$ cat config.mk
export PLATFORM = sky130hd
export DESIGN_NAME = bcd_scan_display
export DESIGN_NICKNAME = d
export VERILOG_FILES = /design/src/rtl/bcd_scan_display.sv
export SDC_FILE = /design/constraint.sdc
export NUM_CORES = 1
export LEC_CHECK = 0
export ABC_CLOCK_PERIOD_IN_PS = 2160
export BUFFER_PORTS_ARGS = -buffer_cell sky130_fd_sc_hd__buf_2
export CORE_MARGIN = 5
export CORE_UTILIZATION = 36
export DETAILED_ROUTE_END_ITERATION = 12
export HOLD_SLACK_MARGIN = 0.03
export PLACE_DENSITY_LB_ADDON = 0.08
export SLEW_MARGIN = 15
export SYNTH_ARGS = -nofsm -noshare
export SYNTH_HDL_FRONTEND = slang
export SYNTH_SLANG_ARGS = --single-unit
export TNS_END_PERCENT = 50
$ cat constraint.sdc
create_clock -name clk -period 2.16 [get_ports clk]
set_input_delay 0.108 -clock clk [delete_from_list [all_inputs] [get_ports clk]]
set_output_delay 0.108 -clock clk [all_outputs]
set_load 0.03 [all_outputs]
$ cat src/rtl/bcd_scan_display.sv
// Multiplexed 7-segment driver for up to 8 BCD digits, with leading-zero blanking and a dash for codes 10..15.
// Latency: load to seg takes 2 edges; an, seg and digit_idx are registered together. There is no backpressure: load is always accepted.
module bcd_scan_display #(
   parameter int NUM_DIGITS = 4,
   parameter int SCAN_DIV   = 4
) (
   input  logic                    clk,
   input  logic                    reset,
   input  logic                    load,
   input  logic [4*NUM_DIGITS-1:0] bcd_in,
   input  logic                    blank_lz,
   output logic [6:0]              seg,
   output logic [NUM_DIGITS-1:0]   an,
   output logic [2:0]              digit_idx,
   output logic                    frame_done
);

   localparam int             PW       = (SCAN_DIV > 1) ? $clog2(SCAN_DIV) : 1;
   localparam logic [PW-1:0]  PS_LAST  = PW'(SCAN_DIV - 1);
   localparam logic [2:0]     IDX_LAST = 3'(NUM_DIGITS - 1);

   logic [PW-1:0]           prescaler;
   logic [4*NUM_DIGITS-1:0] shadow;
   logic                    tick;
   logic [2:0]              idx_next;
   logic [3:0]              cur_digit;
   logic                    any_nz;
   logic                    sel_nz;
   logic                    blank;
   logic [6:0]              seg_next;
   logic [NUM_DIGITS-1:0]   an_next;

   function automatic logic [6:0] decode(input logic [3:0] d);
      case (d)
         4'd0:    decode = 7'h3F;
         4'd1:    decode = 7'h06;
         4'd2:    decode = 7'h5B;
         4'd3:    decode = 7'h4F;
         4'd4:    decode = 7'h66;
         4'd5:    decode = 7'h6D;
         4'd6:    decode = 7'h7D;
         4'd7:    decode = 7'h07;
         4'd8:    decode = 7'h7F;
         4'd9:    decode = 7'h6F;
         default: decode = 7'h40;
      endcase
   endfunction

   always_comb begin
      tick      = (prescaler == PS_LAST);
      idx_next  = digit_idx;
      cur_digit = 4'd0;
      any_nz    = 1'b0;
      sel_nz    = 1'b0;
      if (tick) begin
         idx_next = (digit_idx == IDX_LAST) ? 3'd0 : digit_idx + 3'd1;
      end
      // Walk from the top digit down so any_nz means "this digit or a higher one is nonzero".
      for (int i = NUM_DIGITS - 1; i >= 0; i--) begin
         any_nz = any_nz | (shadow[4*i +: 4] != 4'd0);
         if (i == int'(idx_next)) begin
            cur_digit = shadow[4*i +: 4];
            sel_nz    = any_nz;
         end
      end
      blank    = blank_lz && (idx_next != 3'd0) && !sel_nz;
      seg_next = blank ? 7'h00 : decode(cur_digit);
      an_next  = NUM_DIGITS'(1) << idx_next;
   end

   always_ff @(posedge clk) begin
      if (reset) begin
         prescaler  <= '0;
         digit_idx  <= 3'd0;
         shadow     <= '0;
         an         <= '0;
         seg        <= 7'h00;
         frame_done <= 1'b0;
      end else begin
         prescaler  <= tick ? '0 : prescaler + PW'(1);
         digit_idx  <= idx_next;
         frame_done <= tick && (digit_idx == IDX_LAST);
         if (load) begin
            shadow <= bcd_in;
         end
         an  <= an_next;
         seg <= seg_next;
      end
   end

endmodule

---- Word level (Yosys, flattened, before mapping) ----
Memories as Yosys holds them, arrays and structs flattened. A register that Yosys moved wholly into a read port is not among the register bits.
Cells that the tools add are included.
operators by class
  add/subtract/negate cells ............... 2
  eq/ne operators ......................... 5
  shift-type cells ........................ 1
  multiplexer cells ....................... 10
  bitwise logic cells ..................... 3
  reduce and logical (&&, ||, !) cells .... 12
operators by type and width
  operator                                                           count
  4-bit two-way mux                                                  4
  4-bit nonzero test                                                 4
  3-bit == test, first input constant                                2
  3-bit two-way mux                                                  2
  1-bit two-way mux                                                  4
  2-bit OR reduction                                                 2
  1-bit by 3-bit left shift with 4-bit output, first input constant  1
  3-bit by 1-bit adder with 3-bit output, second input constant      1
  2-bit by 3-bit == test with 1-bit output, first input constant     1
  3-bit by 2-bit == test with 1-bit output, second input constant    1
  1-bit logical AND                                                  3
  3-bit logical NOT                                                  1
  1-bit OR                                                           3
  3-bit nonzero test                                                 1
  2-bit by 1-bit adder with 2-bit output, second input constant      1
  2-bit == test, second input constant                               1
  1-bit logical NOT                                                  1
storage, ports and cells
  register bits after elaboration ......... 26
  ROM bits ................................ 112
  input port bits ......................... 20
  output and inout bits ................... 15
  word-level logic and storage cells ...... 39
  memories kept ........................... 1
memories
  memory            words  width  read ports  clocked after Yosys merged registers in  write ports  line  source
  (name not given)  16     7      1           1                                        0            34    case (d)

---- Depth between registers and ports, before layout ----
Gate-level depths: netlist of run 1.
  word-level depth ........................ 11
  gate-level depth with buffers ........... 11

---- Least setup slack after synthesis of run 1 ----
No wires, ideal clock.
  kind .................................... flip-flop to flip-flop
  from .................................... register digit_idx[0]
  to ...................................... register seg[1]
  arrival ................................. 2.342 ns
  required time ........................... 2.040 ns
  path slack .............................. -0.302 ns
  stages on the path, launching flop included .. 10
  buffers on the path ..................... 0
  period minus slack after synthesis ...... 2.462 ns
  cell sequence ........................... dfxtp_1 ha_1 nor2b_4 o22a_2 o211ai_1 a32oi_2 inv_2 ha_1 o21ai_0 a21oi_1
between the ends
  longest elaborated chain between the ends .. 11
  elaborated cells on any way between the ends .. 21
  those cells by class .................... 1 x add/sub; 4 x eq/ne; 10 x mux; 6 x reduce/logical
ends and longest elaborated chain
  element                                                                                                    line  source
  start, declared                                                                                            14    output logic [2:0] digit_idx,
  start signal, assigned                                                                                     81    digit_idx <= idx_next;
  3-bit by 1-bit adder with 3-bit output / 3-bit by 2-bit == test with 1-bit output (equally long branches)  56    idx_next = (digit_idx == IDX_LAST) ? 3'd0 : digit_idx + 3'd1;
  3-bit two-way mux                                                                                          56
  3-bit two-way mux *                                                                                        55    if (tick) begin
  3-bit == test                                                                                              61    if (i == int'(idx_next)) begin
  1-bit two-way mux (4 in series)                                                                            61
  1-bit logical NOT                                                                                          66    blank = blank_lz && (idx_next != 3'd0) && !sel_nz;
  1-bit logical AND                                                                                          66
  2-bit OR reduction (no source line)                                                                        -
  end, declared                                                                                              12    output logic [6:0] seg,
Mark *: on every way between the ends. The rest lies on a longest branch, timed or not.
A chain may end at the register's enable or synchronous reset.

---- Worst setup path after layout of run 1 ----
  from .................................... register digit_idx[0]
  to ...................................... register seg[3]
The elaborated chain is that of the path after synthesis.

==> qor.csv, run 1 <==
stage,metric,value,unit
critical_path,flop2flop setup slack,0.06,ns
sta,Worst slew margin,0.687,
synth,Main synth FF type,dfxtp_1,
critical_path,cell seen most often among critical-path stages,a32oi_2,
detailed_routing,WL final,3790,um
detailed_routing,Antenna Nets Post-Route,0,
synth,Mapped Area,0.00160,mm^2
critical_path,stages on the worst setup path,8,
global_routing,total gr overflow,0,
sta,actual slew at the worst max-slew pin,0.470,ns
critical_path,crit path to,seg[3],
sta,"Setup violations, final",0,
synth,syn_nets,187,
worst_hold_path,Hold WC Path Type,primary input to flop,
floorplan,Die ar.,0.00589,mm^2
critical_path,crit path launch type,flop,
sta,Fmax,476,MHz
floorplan,Initial Util,0.371,
critical_path,Worst EP arrival,2.27,ns
power,Comb power frac,0.264,
critical_path,CP startpoint,digit_idx[0],
critical_path,"Max stage delay cell, worst path",dfxtp_4,
sta,Final Max Tran Viols,0,
critical_path,CP Max Fanout,6,
clocking,TritonCTS Buffers,5,
synth,gate count after technology mapping,163,
critical_path,Buffers & Inverters on Critical Path,0,
placement,placed insts,254,
final_layout,total area of sequential cells,669,um^2
placement,Placer Congestion,0.774,
placement,IO Port Bufs,34,
detailed_routing,via count,1391,
synth,Yosys Warn Count,0,
detailed_routing,WL/cell,14.2,um
power,P_sw,0.468,mW
power,Leakage,0.923,nW
synth,"FF+latch count, synth",33,
detailed_routing,drt first-iter violations,58,
power,Pwr Total,1.52,mW
synth,Post-synth EDFFs,0,
clocking,CTS H-tree lvls,2,
power,Sequential Power Share,0.452,
synth,top post-synthesis cells by area,"dfxtp_1 41%, mux2i_1 13%, nor2_1 4.4%, ha_1 3.1%, nor3_1 2.5%",
synth,asr flop ratio synth,0,
power,switch share,0.307,
synth,Synth area leader,dfxtp_1,
final_layout,share of layout cells above drive strength 1,0.468,
detailed_routing,residual DRC count,0,
final_layout,antenna diode count,0,
floorplan,IO Pins,35,
sta,Period minus WS final,2.10,ns
global_routing,vias in the first global route,1400,
clocking,Clock Tree Root,clkbuf_8,
detailed_routing,via/cell ratio,5.19,
final_layout,Area Overhead vs Synth,35.7,%
floorplan,Die X,76.7,um
critical_path,reg2reg end,seg[3],
global_routing,Total GRT Usage,0.131,
run,max-cap viol count,0,
synth,Yosys top cell area share,0.412,
status,status,completed,
synth,Mean Syn Cell Area,9.83,um^2
critical_path,Top delay family on crit path,compound AO/OA/AOI/OAI gates,
final_layout,nets,239,
clocking,# clock sinks,33,
critical_path,CP endpoint kind,flop,
synth,Yosys cell types,44,
clocking,"Reg clk slew, reported paths",0.07,ns
final_layout,"most common cell after layout, fill and taps aside",buf_2,
global_routing,antenna violations before repair,0,
final_layout,area occupied by multi-input gates,0.00102,mm^2
final_layout,Finished Layout Cells,268,
clocking,hold buffers post-CTS,0,
power,Pint,1.06,mW
global_routing,largest net degree at the start of global routing,30,
critical_path,Worst path max stage delay,0.35,ns
floorplan,core area,0.00432,mm^2
final_layout,most frequent cells in the layout,"34 x buf_2, 28 x dfxtp_1, 19 x nor2_1",
sta,period utilization,0.972,
power,clock share of power,0.284,
critical_path,worst setup path category,flop to flop,
placement,DP HPWL,2860,um
critical_path,Worst R2R Path Depth,8,
sta,clk_skew,0.00439,ns
detailed_routing,First-pass DRT Iterations,4,
sta,"Hold Violations, Final",0,
clocking,"Clk Latency, worst-skew pair",0.28,ns
critical_path,CP required,2.33,ns
clocking,TritonCTS clock tree,yes,
clocking,clk buf depth,2,
power,Max IR drop VDD,0.380,mV
floorplan,die height,76.7,um
critical_path,Critical R2R Launch,digit_idx[0],
power,PD cells,701,mW/mm^2
final_layout,Filler cells,437,
critical_path,CP Cell Sequence,ha_4 > or2b_1 > a21o_2 > a32oi_2 > a32oi_2 > ha_1 > mux2i_1 > o22ai_1,
synth,"Seq/Total Area, Yosys",0.412,
floorplan,FP Rows,24,
global_routing,first-pass GRT wire length,6400,um
-- area by class of cell --
cell class / count / share of cell area
clock buffers: 6 / 0.0334
clock inverters: 2 / 0.00460
inverters: 6 / 0.0104
multi-input cells: 117 / 0.468
flip-flops and latches: 33 / 0.308
well taps: 52 / 0.0299
repair buffers: 52 / 0.146
-- cell usage after synthesis, drive strengths merged, types with 2 or more instances --
master / number
or4: 2
o211ai: 2
o22ai: 5
nor2b: 2
nand3b: 2
nor4: 2
o21ai: 5
nand3: 4
a21oi: 8
buf: 3
nor3: 8
ha: 4
dfxtp: 33
a211oi: 2
inv: 6
clkbuf: 4
mux2i: 21
o22a: 4
nand2: 8
nor2: 19
a32oi: 3
nand2b: 4
-- cells by family (layout without fill, tap and decap cells) --
| family | after synthesis | after routing | synth area share |
|---|---|---|---|
| xor gates and xnor gates | 1 | 1 | 0.00547 |
| and+or+nand+nor | 55 | 55 | 0.184 |
| AOI/OAI and AO/OA | 36 | 36 | 0.196 |
| DFF | 33 | 33 | 0.412 |
| buffers and inverters | 13 | 66 | 0.0398 |
| muxes | 21 | 21 | 0.131 |
| adders and majority gates | 4 | 4 | 0.0312 |
-- tightest hold or removal path: cells and delay by family --
kind / cells / cell delay (ns)
simple gates: 1 / 0.07
buf+inv: 1 / 0.07
mux: 1 / 0.05
-- power groups by stage --
stage	logic [mW]	clock network, mW	registers [mW]
6_report	0.402	0.433	0.690
5_1_grt	0.440	0.482	0.696
4_1_cts	0.362	0.445	0.686
3_5_place_dp	0.355	0	0.697
3_3_place_gp	0.351	0	0.696
2_1_floorplan	0.192	0	0.752
-- worst min path at each step --
stage / end / slack (ns) / startpoint / cells after the start
2_1_floorplan: shadow[2] / 0.26 / bcd_in[2] / 2
3_3_place_gp: shadow[1] / 0.34 / bcd_in[1] / 3
3_5_place_dp: shadow[10] / 0.35 / bcd_in[10] / 3
4_1_cts: shadow[10] / 0.05 / bcd_in[10] / 3
5_1_grt: shadow[10] / 0.06 / bcd_in[10] / 3
6_report: shadow[14] / 0.05 / bcd_in[14] / 3
-- state kept, by name (all words and copies together), names as in the netlist --
register    cells
shadow         16
seg             7
an              4
digit_idx       3
prescaler       2
frame_done      1
-- what timing repair did --
item	in CTS	in global routing
endpoints found under the setup margin	6	7
setup buffers	0	7
pin swaps	1	11
resized for setup	3	28
-- through the flow --
step	util	setup slack [ns]	TNS (ns)	cell area, um^2	hold slack [ns]
CTS	0.466	0.0201	0	2020	0.0538
detailed placement	0.442	-0.0853	-0.351	1910	0.351
global route	0.503	-0.0407	-0.0830	2170	0.0559
finish	0.503	0.0597	0	2170	0.0538
global placement	0.442	-0.0700	-0.166	1910	0.341
floorplan	-	0.00818	0	1630	0.255
-- metal layers --
layer | track usage | up-vias | part of all wire
met5 | 0 | - | 0
met3 | 0.0410 | 5 | 0.055
met2 | 0.213 | 28 | 0.50
met1 | 0.161 | 655 | 0.44
li1 | - | 703 | -
met4 | 0.0472 | 0 | 0.012
Power figures use the tool's default switching activity.
==> inputs of run 2 (changes only) <==
--- a/config.mk
+++ b/config.mk
@@ -5,10 +5,10 @@
 export SDC_FILE = /design/constraint.sdc
 export NUM_CORES = 1
 export LEC_CHECK = 0
-export ABC_CLOCK_PERIOD_IN_PS = 2160
+export ABC_CLOCK_PERIOD_IN_PS = 2400
 export BUFFER_PORTS_ARGS = -buffer_cell sky130_fd_sc_hd__buf_2
 export CORE_MARGIN = 5
-export CORE_UTILIZATION = 36
+export CORE_UTILIZATION = 30
 export DETAILED_ROUTE_END_ITERATION = 12
 export HOLD_SLACK_MARGIN = 0.03
 export PLACE_DENSITY_LB_ADDON = 0.08
==> constraint.sdc (replaced) <==
create_clock -name clk -period 2.4 [get_ports clk]
set_input_delay 0.12 -clock clk [delete_from_list [all_inputs] [get_ports clk]]
set_output_delay 0.12 -clock clk [all_outputs]
set_load 0.03 [all_outputs]
==> qor.csv, run 2 (synthesis gave the netlist of run 1 again) <==
stage,metric,value,unit
power,Max IR drop VDD,0.288,mV
placement,"worst slack, placed",0.0572,ns
detailed_routing,drt first-iter violations,37,
final_layout,most frequent cells in the layout,"34 x buf_2, 32 x dfxtp_1, 21 x mux2i_1",
global_routing,antenna violations before repair,0,
clocking,TritonCTS clock tree,yes,
power,PD cells,663,mW/mm^2
critical_path,worst setup path category,flop to flop,
sta,"Setup violations, final",0,
critical_path,"Max stage delay cell, worst path",dfxtp_2,
clocking,"Clk Latency, worst-skew pair",0.29,ns
sta,Fmax,442,MHz
detailed_routing,Antenna Nets Post-Route,0,
critical_path,Worst path max stage delay,0.44,ns
clocking,"Reg clk slew, reported paths",0.08,ns
worst_hold_path,Hold Crit Depth,3,
final_layout,Area Overhead vs Synth,26.3,%
final_layout,antenna diode count,0,
power,Leakage,0.850,nW
floorplan,die height,83.1,um
global_routing,largest net degree at the start of global routing,30,
floorplan,Initial Util,0.312,
detailed_routing,via count,1375,
placement,Placer Congestion,0.726,
final_layout,share of layout cells above drive strength 1,0.353,
detailed_routing,WL final,3780,um
global_routing,total gr overflow,0,
status,status,completed,
power,Pwr Total,1.34,mW
placement,IO Port Bufs,34,
clocking,clk buf depth,2,
sta,RSZ-0062 raised after global routing,no,
sta,Worst Slack Setup Final,0.137,ns
final_layout,largest register by flop count,shadow,
floorplan,IO Pins,35,
global_routing,first-pass GRT wire length,6260,um
clocking,CTS H-tree lvls,2,
floorplan,Die ar.,0.00690,mm^2
clocking,hold buffers post-CTS,0,
critical_path,CP Cell Sequence,ha_4 > nor2b_4 > o22a_4 > o211ai_1 > a32oi_2 > inv_2 > ha_1 > o21ai_0 > a21oi_1,
detailed_routing,First-pass DRT Iterations,4,
critical_path,stages on the worst setup path,9,
critical_path,CP endpoint kind,flop,
sta,"Hold Violations, Final",0,
critical_path,flop2flop setup slack,0.14,ns
clocking,Clock Tree Root,clkbuf_8,
placement,DP HPWL,2880,um
floorplan,FP Rows,26,
critical_path,Top delay family on crit path,compound AO/OA/AOI/OAI gates,
sta,Period minus WS final,2.26,ns
sta,actual slew at the worst max-slew pin,0.487,ns
detailed_routing,WL/cell,13.6,um
final_layout,fin util,0.394,
critical_path,CP Max Fanout,10,
clocking,TritonCTS Buffers,5,
worst_hold_path,Hold WC Path Type,primary input to flop,
clocking,# clock sinks,33,
run,max-cap viol count,0,
sta,period utilization,0.943,
sta,clk_skew,0.0116,ns
critical_path,crit path launch type,flop,
critical_path,Buffers & Inverters on Critical Path,1,
sta,Worst slew margin,0.675,
global_routing,Total GRT Usage,0.110,
critical_path,CP startpoint,digit_idx[0],
detailed_routing,residual DRC count,0,
critical_path,Worst EP arrival,2.43,ns
final_layout,"most common cell after layout, fill and taps aside",buf_2,
final_layout,nets,230,
sta,setup_tns,0,ns
sta,Final Max Tran Viols,0,
sta,WHS,0.0655,ns
detailed_routing,via/cell ratio,4.96,
final_layout,largest registers,"shadow x16, seg x7, an x4",
critical_path,Critical R2R Launch,digit_idx[0],
critical_path,CP required,2.57,ns
critical_path,Worst R2R Path Depth,9,
critical_path,crit path to,seg[1],
critical_path,reg2reg end,seg[1],
floorplan,Die X,83.1,um
final_layout,max reg flops,16,
floorplan,core area,0.00514,mm^2
global_routing,vias in the first global route,1351,
==> run 2: changes by cell type in the layout (fill, tap and decap cells not counted), sizes merged <==
cell,before,now
buf,52,42
clkinvlp,0,3
clkinv,2,0
clkbuf,6,5
o22ai,5,6
==> run 2: stage by stage <==
stage | instances | instance area [um^2]
finish | 277 | 2020
global placement | 264 | 1850
floorplan | 163 | 1600
CTS | 272 | 1940
global route | 277 | 2020
detailed placement | 264 | 1850
==> run 2: what timing repair did <==
action | in CTS | in global routing
endpoints found under the setup margin | 0 | 4
buffers inserted | 0 | 4
gates resized for setup | 0 | 7
==> run 2: worst min-delay path by stage <==
stage	start	endpoint	slack, ns
finish	bcd_in[0]	shadow[0]	0.07
global route	bcd_in[12]	shadow[12]	0.06
CTS	bcd_in[0]	shadow[0]	0.06
detailed placement	bcd_in[0]	shadow[0]	0.36
global placement	bcd_in[4]	shadow[4]	0.35
floorplan	bcd_in[2]	shadow[2]	0.27
==> run 2: layout make-up <==
type | instances | area, um^2
Clock buffer | 5 | 68.8
Sequential cell | 33 | 662
Timing Repair Buffer | 42 | 230
Multi-Input combinational cell | 118 | 931
Clock inverter | 3 | 22.5
Inverter | 6 | 22.5
Fill cell | 556 | 3120
Tap cell | 70 | 87.6
==> run 2: worst min-delay path, stage by stage <==
cell	delay [ns]
buf_2	0.07
mux2i_1	0.05
nor2_1	0.07
==> run 2: report_power, final <==
| group | switching (mW) | total (mW) | leakage [nW] | internal (mW) |
|---|---|---|---|---|
| combinational | 0.185 | 0.308 | 0.541 | 0.123 |
| clock | 0.213 | 0.417 | 0.0364 | 0.203 |
| sequential | 0.0244 | 0.618 | 0.273 | 0.594 |
==> run 2: routing by layer <==
layer / part of all wire / wire length [um] / vias to the layer above / global-route usage
met2: 0.45 / 1710 / 40 / 0.169
met3: 0.047 / 177 / 7 / 0.0366
met4: 0.014 / 53 / 0 / 0.0371
met5: 0 / 0 / - / 0
met1: 0.49 / 1840 / 639 / 0.143
li1: - / - / 689 / -
==> inputs of run 3 (changes only) <==
--- a/config.mk
+++ b/config.mk
@@ -5,7 +5,7 @@
 export SDC_FILE = /design/constraint.sdc
 export NUM_CORES = 1
 export LEC_CHECK = 0
-export ABC_CLOCK_PERIOD_IN_PS = 2400
+export ABC_CLOCK_PERIOD_IN_PS = 2700
 export BUFFER_PORTS_ARGS = -buffer_cell sky130_fd_sc_hd__buf_2
 export CORE_MARGIN = 5
 export CORE_UTILIZATION = 30
==> constraint.sdc (replaced) <==
create_clock -name clk -period 2.7 [get_ports clk]
set_input_delay 0.135 -clock clk [delete_from_list [all_inputs] [get_ports clk]]
set_output_delay 0.135 -clock clk [all_outputs]
set_load 0.03 [all_outputs]
==> qor.csv, run 3 (synthesis gave the netlist of run 1 again) <==
stage,metric,value,unit
detailed_routing,residual DRC count,0,
clocking,"Reg clk slew, reported paths",0.07,ns
global_routing,largest net degree at the start of global routing,30,
critical_path,CP Cell Sequence,ha_1 > nand2b_1 > o22ai_2 > nand3_1 > a32oi_4 > inv_2 > ha_1 > inv_1 > nor3_1 > nor4_2,
run,max-cap viol count,0,
floorplan,Initial Util,0.312,
final_layout,Finished Cell Area,0.00195,mm^2
final_layout,nets,223,
power,Max IR drop VDD,0.193,mV
worst_hold_path,Hold WC Path Type,primary input to flop,
clocking,# clock sinks,33,
sta,"Hold Violations, Final",0,
floorplan,Die ar.,0.00690,mm^2
global_routing,Total GRT Usage,0.120,
critical_path,CP Max Fanout,9,
power,Leakage,0.834,nW
power,Pwr Total,1.22,mW
critical_path,CP required,2.90,ns
power,PD cells,628,mW/mm^2
detailed_routing,drt first-iter violations,90,
critical_path,Worst EP arrival,2.65,ns
final_layout,antenna diode count,0,
critical_path,crit path launch type,flop,
detailed_routing,First-pass DRT Iterations,4,
clocking,hold buffers post-CTS,0,
detailed_routing,WL final,3850,um
status,status,completed,
placement,placed cell areas,0.00183,mm^2
sta,Final Max Tran Viols,0,
critical_path,Top delay family on crit path,simple AND/OR/NAND/NOR gates,
placement,DP HPWL,2960,um
final_layout,Area Overhead vs Synth,21.5,%
sta,period utilization,0.908,
floorplan,IO Pins,35,
clocking,clk buf depth,2,
floorplan,die height,83.1,um
detailed_routing,via/cell ratio,4.91,
global_routing,antenna violations before repair,0,
sta,actual slew at the worst max-slew pin,0.497,ns
critical_path,worst setup path category,flop to flop,
clocking,postcts setup bufs,0,
clocking,"Clk Latency, worst-skew pair",0.28,ns
global_routing,first-pass GRT wire length,6820,um
sta,Fmax,408,MHz
critical_path,CP endpoint kind,flop,
detailed_routing,via count,1325,
sta,Worst slew margin,0.669,
global_routing,vias in the first global route,1397,
sta,"Setup violations, final",0,
detailed_routing,Antenna Nets Post-Route,0,
sta,setup_tns,0,ns
placement,IO Port Bufs,34,
sta,RSZ-0062 raised after global routing,no,
critical_path,Worst path max stage delay,0.33,ns
clocking,CTS H-tree lvls,2,
final_layout,Finished Layout Cells,270,
final_layout,largest register by flop count,shadow,
sta,clk_skew,0.00560,ns
final_layout,most frequent cells in the layout,"34 x buf_2, 33 x dfxtp_1, 21 x mux2i_1",
clocking,TritonCTS clock tree,yes,
critical_path,Buffers & Inverters on Critical Path,2,
final_layout,"most common cell after layout, fill and taps aside",buf_2,
critical_path,"Max stage delay cell, worst path",a32oi_4,
global_routing,total gr overflow,0,
detailed_routing,WL/cell,14.2,um
placement,Placer Congestion,0.784,
floorplan,Die X,83.1,um
final_layout,max reg flops,16,
critical_path,cell seen most often among critical-path stages,ha_1,
clocking,TritonCTS Buffers,5,
placement,placed insts,262,
final_layout,largest registers,"shadow x16, seg x7, an x4",
floorplan,FP Rows,26,
clocking,CTS resizes,0,
sta,Period minus WS final,2.45,ns
floorplan,core area,0.00514,mm^2
final_layout,share of layout cells above drive strength 1,0.310,
clocking,Clock Tree Root,clkbuf_8,
run 3: changes by cell type in the layout (fill, tap and decap cells not counted), moves of 2 or more:
cell | before | now
o22ai_4 | 3 | 1
clkbuf_8 | 5 | 7
clkinvlp_4 | 3 | 0
buf_4 | 8 | 2
run 3: power breakdown:
group / switching [mW] / internal, mW / leakage (nW)
logic: 0.167 / 0.103 / 0.508
registers: 0.0191 / 0.528 / 0.272
clock network: 0.176 / 0.230 / 0.0542
run 3: area by class of cell:
type                            count  area (um^2)
Fill cell                         557         3190
Timing Repair Buffer               36          185
Clock buffer                        7         96.3
Inverter                            6         22.5
Tap cell                           70         87.6
Multi-Input combinational cell    117          890
Sequential cell                    33          661
Clock inverter                      1         5.00
run 3: worst register-to-register path: cells and delay by family (launching register included):
| family | cells | cell delay (ns) |
|---|---|---|
| and+or+nand+nor | 4 | 0.76 |
| adders and majority gates | 2 | 0.49 |
| AOI/OAI and AO/OA | 2 | 0.65 |
| buffers and inverters | 2 | 0.14 |
| DFF | 1 | 0.32 |
run 3: metrics by stage:
step                      setup slack (ns)   util  hold slack, ns
final                                0.249  0.379          0.0824
after floorplan                      0.238      -           0.282
after CTS                            0.207  0.377          0.0720
after global placement               0.308  0.357           0.366
after global routing                0.0204  0.379          0.0798
after detailed placement             0.257  0.357           0.377
run 3: path summary, 6_finish.rpt:
path	slack, ns	to	start	cells past startpoint
max	0.25	seg[0]	prescaler[0]	10
min reg2reg	0.42	prescaler[0]	prescaler[0]	1
min	0.08	shadow[15]	bcd_in[15]	3
max reg2reg	0.25	seg[0]	prescaler[0]	10
run 3: layer usage:
layer	GRT usage	wire, um	vias to the layer above
met5	0	0	-
met4	0.0565	71	0
met3	0.0396	176	7
met2	0.192	1780	34
met1	0.146	1820	611
li1	-	-	673
